==> src/rtl/pc_next_unit.sv <==
//------------------------------------------------------------------------------
// pc_next_unit
//   Program-counter register and next-PC generator for the single-cycle RV32I
//   core. Forms the jump target from base_in + imm, selects the next PC
//   (PC+4 / target / hold / trap vector), tracks BOOT/RUN/HALT/TRAP state and
//   counts retired instructions.
//
//   Optional feature macro: PC_MISALIGN_TRAP_EN
//     defined   : a jump whose target has bit 1 set traps to TRAP_VEC for one
//                 cycle, recording the faulting PC in trap_pc.
//     undefined : targets are loaded as computed; trap and trap_pc read 0.
//
//   Ports:
//     clk       in   core clock, rising-edge
//     rst_n     in   synchronous active-low reset
//     stall     in   hold PC (instruction memory not ready)
//     halt_req  in   ebreak/halt decode
//     jump_en   in   JAL/JALR/taken-branch redirect
//     is_jalr   in   clear bit 0 of computed target
//     base_in   in   [31:0] jump base (PC or rs1)
//     imm       in   [31:0] sign-extended immediate
//     pc_out    out  [31:0] current fetch PC
//     pc_plus4  out  [31:0] pc_out + 4 (combinational)
//     pc_valid  out  fetch address valid
//     halted    out  core in HALT
//     trap      out  one-cycle misaligned-target pulse
//     trap_pc   out  [31:0] PC of the faulting jump
//     instret   out  [31:0] retired-instruction counter
//------------------------------------------------------------------------------
module pc_next_unit #(
   parameter logic [31:0] RESET_VEC = 32'h0000_0000,
   parameter logic [31:0] TRAP_VEC  = 32'h0000_0100
) (
   input  logic        clk,
   input  logic        rst_n,
   input  logic        stall,
   input  logic        halt_req,
   input  logic        jump_en,
   input  logic        is_jalr,
   input  logic [31:0] base_in,
   input  logic [31:0] imm,
   output logic [31:0] pc_out,
   output logic [31:0] pc_plus4,
   output logic        pc_valid,
   output logic        halted,
   output logic        trap,
   output logic [31:0] trap_pc,
   output logic [31:0] instret
);

   typedef enum logic [1:0] {
      S_BOOT,
      S_RUN,
`ifdef PC_MISALIGN_TRAP_EN
      S_TRAP,
`endif
      S_HALT
   } state_e;

   state_e      state_q, state_d;
   logic [31:0] pc_q, pc_d;
   logic [31:0] instret_q, instret_d;
   logic        valid_q, valid_d;
   logic        halted_q, halted_d;
   logic [31:0] target;

`ifdef PC_MISALIGN_TRAP_EN
   logic        trap_q, trap_d;
   logic [31:0] trap_pc_q, trap_pc_d;
`endif

   assign pc_plus4 = pc_q + 32'd4;

   always_comb begin
      target = base_in + imm;
      if (is_jalr) begin
         target[0] = 1'b0;
      end
   end

   always_comb begin
      state_d   = state_q;
      pc_d      = pc_q;
      instret_d = instret_q;
`ifdef PC_MISALIGN_TRAP_EN
      trap_pc_d = trap_pc_q;
`endif
      unique case (state_q)
         S_BOOT: state_d = S_RUN;
         S_RUN: begin
            if (halt_req) begin
               state_d   = S_HALT;
               instret_d = instret_q + 32'd1;
            end else if (stall) begin
               // jump_en deliberately ignored: the held instruction re-issues it
               state_d = S_RUN;
            end else if (jump_en) begin
`ifdef PC_MISALIGN_TRAP_EN
               if (target[1]) begin
                  trap_pc_d = pc_q;
                  pc_d      = TRAP_VEC;
                  state_d   = S_TRAP;
               end else begin
                  pc_d      = target;
                  instret_d = instret_q + 32'd1;
               end
`else
               pc_d      = target;
               instret_d = instret_q + 32'd1;
`endif
            end else begin
               pc_d      = pc_plus4;
               instret_d = instret_q + 32'd1;
            end
         end
`ifdef PC_MISALIGN_TRAP_EN
         // Bubble cycle at TRAP_VEC; fetch resumes there on the RUN cycle.
         S_TRAP: state_d = S_RUN;
`endif
         S_HALT: state_d = S_HALT;
         default: state_d = S_BOOT;
      endcase
   end

   // Flag outputs are registered from the next state so they line up with it.
   always_comb begin
      valid_d  = (state_d == S_RUN);
      halted_d = (state_d == S_HALT);
`ifdef PC_MISALIGN_TRAP_EN
      trap_d   = (state_d == S_TRAP);
`endif
   end

   always_ff @(posedge clk) begin
      if (!rst_n) begin
         state_q   <= S_BOOT;
         pc_q      <= RESET_VEC;
         instret_q <= '0;
         valid_q   <= 1'b0;
         halted_q  <= 1'b0;
`ifdef PC_MISALIGN_TRAP_EN
         trap_q    <= 1'b0;
         trap_pc_q <= '0;
`endif
      end else begin
         state_q   <= state_d;
         pc_q      <= pc_d;
         instret_q <= instret_d;
         valid_q   <= valid_d;
         halted_q  <= halted_d;
`ifdef PC_MISALIGN_TRAP_EN
         trap_q    <= trap_d;
         trap_pc_q <= trap_pc_d;
`endif
      end
   end

   assign pc_out   = pc_q;
   assign instret  = instret_q;
   assign pc_valid = valid_q;
   assign halted   = halted_q;

`ifdef PC_MISALIGN_TRAP_EN
   assign trap     = trap_q;
   assign trap_pc  = trap_pc_q;
`else
   logic unused_trap_vec;
   assign unused_trap_vec = ^TRAP_VEC;
   assign trap     = 1'b0;
   assign trap_pc  = '0;
`endif

endmodule

==> config.mk <==
export PLATFORM = sky130hd
export DESIGN_NAME = pc_next_unit
export DESIGN_NICKNAME = d
export VERILOG_FILES = /design/src/rtl/pc_next_unit.sv
export SDC_FILE = /design/constraint.sdc
export NUM_CORES = 1
export LEC_CHECK = 0
export ABC_AREA = 1
export CORE_MARGIN = 3
export CORE_UTILIZATION = 50
export DETAILED_ROUTE_END_ITERATION = 16
export DONT_BUFFER_PORTS = 1
export SYNTH_ARGS = -nofsm -noshare
export SYNTH_HDL_FRONTEND = slang
export SYNTH_SLANG_ARGS = --single-unit
==> constraint.sdc <==
create_clock -name clk -period 4.1 [get_ports clk]
set_input_delay 0.82 -clock clk [delete_from_list [all_inputs] [get_ports clk]]
set_output_delay 0.82 -clock clk [all_outputs]
set_load 0.005 [all_outputs]
# [Yosys cells after proc, flatten, opt, wreduce, memory -nomap -nowiden]
# Cells that the tools add are included.
[op_classes] add_sub_neg=3 mul=0 n_div=0 order_cmp=0 n_eq_ne=5 shift=0 muxes=7 bitwise=2 reduce_logical=3
[ops] cell="2-to-1 mux 32 bit" n=3
[ops] cell="adder 32 x 1 -> 32 bit, second input constant" n=1
[ops] cell="adder 32 x 3 -> 32 bit, second input constant" n=1
[ops] cell="adder 32 bit" n=1
[ops] cell="case mux 2 bit (3 select lines)" n=1
[ops] cell="equality test 2 x 1 -> 1 bit, second input constant" n=2
[ops] cell="equality test 2 bit, second input constant" n=2
[ops] cell="2-to-1 mux 2 bit" n=2
[ops] cell="AND reduction 3 bit" n=1
[ops] cell="logical NOT 2 bit" n=1
[ops] cell="!= test 2 x 1 -> 1 bit, second input constant" n=1
[ops] cell="inverter 1 bit" n=2
[ops] cell="AND reduction 2 bit" n=1
[ops] cell="2-to-1 mux 1 bit" n=1
[word_totals] ff_bits=68 latch_bits=0 mem_bits_rw=0 rom_bits=0 in_bits=70 out_inout_bits=131 wordCells=25 mem_count=0

# [Longest topological paths before layout]
[logic_depth] depth_word=4 mapped_depth=15 depth_no_buf=15

# [Worst setup path before layout]
# OpenSTA, ideal clock, no wires.
[synth_timing] kind="input-to-reg" startpoint="input port base_in[0]" endpoint="register pc_q[24] (netlist: pc_out[24])" setup_ns=0.132 t_arrival_ns=2.209 required_ns=3.968 path_slack_ns=1.759 cell_stages=11 n_path_buf=0 path_cell_list="ha_1 -> inv_1 -> fa_1 -> o21bai_1 -> inv_1 -> o21bai_1 -> nand2_1 -> nand3_1 -> nand2_1 -> nand3_1 -> a21oi_1"
[synth_between] elab_chain_cells=2
[synth_lines] item="from (decl)" line_no="40" rtl="input logic [31:0] base_in,"
[synth_lines] item="adder 32 bit" line_no="75" rtl="target = base_in + imm;"
[synth_lines] item="2-to-1 mux 32 bit" line_no="97" rtl="end else if (jump_en) begin"
[synth_lines] item="to (signal assigned)" line_no="147" rtl="pc_q <= pc_d;"
[synth_lines] item="to (decl)" line_no="61" rtl="logic [31:0] pc_q, pc_d;"
# Every way passes these cells.
# A chain may end at the register's enable or synchronous reset.

# [Worst setup path in the final report]
[layout_timing] startpoint="register pc_q[4] (netlist: pc_out[4])" endpoint="output port pc_plus4[19]"
[layout_between] elab_chain_cells=1
[layout_lines] item="adder 32 x 3 -> 32 bit" line_no="72" rtl="assign pc_plus4 = pc_q + 32'd4;"
[layout_lines] item="to (decl)" line_no="43" rtl="output logic [31:0] pc_plus4,"
# Every way passes these cells.

==> summary.txt <==
Setup path
  – Cells along the critical path: nand3_2 > nor2_2 > nand2_1 > nor2_1 > nand3_1 > xor2_1
  – Crit. End Element: primary output
  – Slowest-stage cell, CP: dfxtp_1
  – CP top delay family: simple AND/OR/NAND/NOR gates
  – Slowest cell delay on critical path: 0.47 ns
  – Critical path buffers and inverters: 0
  – Worst-path maximum fanout: 6
  – WP data required: 3.28 ns
  – Crit path kind: register to primary output
  – CP Launch Type: register
  – CP arrival: 2.15 ns

Floorplanning
  – Num rows: 40
  – Die width: 119.3 um
  – Core ar.: 0.01226 sq mm
  – DIE HEIGHT: 119.3 um
  – Die area: 0.01423 sq mm
  – Initial core utilization: 52.34%
  – Io pins: 201

GRT
  – Total Routing Usage GR: 26.68%
  – Vias in the first global route: 5,585
  – Pin count of the biggest net entering global routing: 51
  – First-pass GRT wire length: 30,380 um
  – Overflow after GRT: 0
  – Initial antenna violation count: 0

Power
  – Peak VDD IR: 0.2115 mV
  – Cell Pwr Density: 270.5 mW/mm^2
  – Leakage power: 3.108 nW
  – Total power: 1.816 mW

STA
  – Worst-Margin Slew: 1.001 ns
  – Endpoints failing hold: 0
  – Worst setup margin: 1.127 ns
  – Tcrit/Tclk final: 72.50%
  – Max Slew Vio Count: 0
  – Setup Skew: 0.005308 ns
  – Hold_ws: 0.5085 ns
  – Final Setup Violations: 0
  – Final period demand of the worst path: 2.973 ns
  – RSZ-0062 raised after global routing: no
  – Final setup TNS: 0 ns
  – Fmax: 0.3364 GHz
  – Worst slew margin: 33.16%

Logic synthesis
  – Yosys top cell by area: dfxtp_1
  – Distinct cells, synth: 40
  – Most used DFF post-synth: dfxtp_1
  – Async S/R FF share, synth: 0%
  – Post-synth top area share: 21.21%
  – Leading cell type by number of instances after synthesis: nand2_1
  – Cells after Synth: 1,075
  – Synth area leaders: dfxtp_1 21%, nand2_1 18%, inv_1 9.6%, a21oi_1 7.5%, ha_1 6.4%
  – Post-synth EDFFs: 0
  – Synth warn: 0
  – FF+latch count, synth: 68
  – Commonest cells in the netlist: 308 x nand2_1, 164 x inv_1, 101 x nor2_1
  – Post-Syn Area: 0.006417 sq mm
  – Syn_area_per_cell: 5.970 sq um
  – Register area share after synthesis: 21.21%

CTS
  – Clk buf depth: 2
  – CTS Hold Bufs: 0
  – CTS tree: yes
  – H-tree levels: 3
  – Setup repair bufs after CTS: 0
  – CTS resizes: 0
  – CTS sink count: 68
  – Root Buffer: clkbuf_16
  – Reg clk slew, reported paths: 0.06 ns
  – Clk_lat worst skew: 0.33 ns
  – CTS Buf Count: 9

Finish
  – Synth-to-Final Area Change: 4.601%
  – ANT cells: 0
  – Post-route cell area: 0.006713 sq mm
  – Share of layout cells above drive strength 1: 5.871%
  – Finished Layout Cells: 1,241
  – Final #Nets: 1,172
  – Final Core Density: 54.74%
  – # fillers: 1,322

Placement
  – Dpl ws: 1.428 ns
  – HPWL after DPL: 16,010 um
  – Placed cell areas: 0.006424 sq mm
  – IO buf count: 0
  – Placed cell count: 1,225
  – GP Congestion: 0.9328

Route
  – Vias per cell: 5.240
  – Antenna-violating nets left: 0
  – Avg WL per Cell: 15.84 um
  – DRT iter0 DRCs: 580
  – Routed WL: 19,650 um
  – Drt drc: 0
  – DRT Pass-1 Iters: 5
  – DR vias: 6,503

Run status
  – Status: finished, final reports clean

Flow run
  – Max cap viols: 0

Min path
  – Type of the most critical hold path: register to register
[placed cells by master (no fill, tap or decap), types with 2 or more instances in the layout]
| cell | Yosys | final |
|---|---|---|
| a211oi_1 | 2 | 2 |
| a21oi_1 | 96 | 96 |
| a22oi_1 | 9 | 9 |
| a31oi_1 | 6 | 6 |
| and3_1 | 2 | 2 |
| clkbuf_16 | 0 | 9 |
| clkbuf_8 | 0 | 2 |
| clkinvlp_4 | 0 | 3 |
| conb_1 | 1 | 33 |
| dfxtp_1 | 68 | 68 |
| ha_1 | 33 | 33 |
| inv_1 | 164 | 164 |
| inv_2 | 6 | 6 |
| nand2_1 | 308 | 308 |
| nand2_2 | 4 | 4 |
| nand3_1 | 65 | 65 |
| nand3_2 | 8 | 8 |
| nand3b_1 | 9 | 9 |
| nand4_1 | 10 | 10 |
| nor2_1 | 101 | 101 |
| nor2_2 | 5 | 5 |
| nor2_4 | 8 | 8 |
| nor3_1 | 23 | 23 |
| nor3_2 | 8 | 8 |
| o21a_1 | 3 | 3 |
| o21ai_0 | 30 | 30 |
| o21bai_1 | 10 | 10 |
| o22ai_1 | 2 | 2 |
| or2_2 | 4 | 4 |
| xnor2_1 | 8 | 8 |
| xor2_1 | 22 | 22 |
[state kept, by name, indices dropped and copies added (netlist names)]
register	count
instret	32
pc_out	32
state_q	2
halted	1
pc_valid	1
[report_power, final]
part	switching, mW	internal, mW	leakage (nW)
registers	0.0231	0.675	0.550
clock network	0.300	0.442	0.134
logic	0.255	0.120	2.42
[final timing paths]
kind | start | endpoint | slack [ns] | cells after the start
setup / recovery | pc_out[4]$_SDFFE_PN0P_ | pc_plus4[19] | 1.13 | 6
hold / removal | state_q[1]$_SDFF_PN0_ | halted$_SDFF_PN0_ | 0.51 | 1
setup reg to reg | state_q[0]$_SDFF_PN0_ | pc_out[16]$_SDFFE_PN0P_ | 1.78 | 9
hold reg to reg | state_q[1]$_SDFF_PN0_ | halted$_SDFF_PN0_ | 0.51 | 1
[final cells by class]
class	instances	area, sq um	share of cell area (%)
tap	168	210.2	3.131
clock inverter	5	36.28	0.5405
clock buffer	11	252.7	3.765
sequential	68	1361	20.28
multi-input combinational	817	4203	62.61
inverter	171	641.9	9.562
timing repair buffer	1	7.507	0.1118
[kinds of logic (layout without fill, tap and decap cells)]
logic type,after synthesis,after routing,share of synthesized area [%]
AO/OA/AOI/OAI,161,161,13.75
XOR/XNOR,31,31,4.348
adder cells (fa/ha/maj),34,34,6.746
buffers and inverters,222,188,15.17
flip-flops,68,68,21.21
other,1,33,0.05843
AND/OR/NAND/NOR,558,558,38.72
[per-layer routing]
| metal | share of wire, % | vias to the layer above | GRT usage (%) |
|---|---|---|---|
| met3 | 11 | 20 | 8.500 |
| met2 | 41 | 285 | 38.89 |
| met5 | 0 | - | 0 |
| met1 | 47 | 2849 | 38.52 |
| li1 | - | 3349 | - |
| met4 | 1.6 | 0 | 5.512 |
Note: power is estimated with default switching activity, not from simulation.
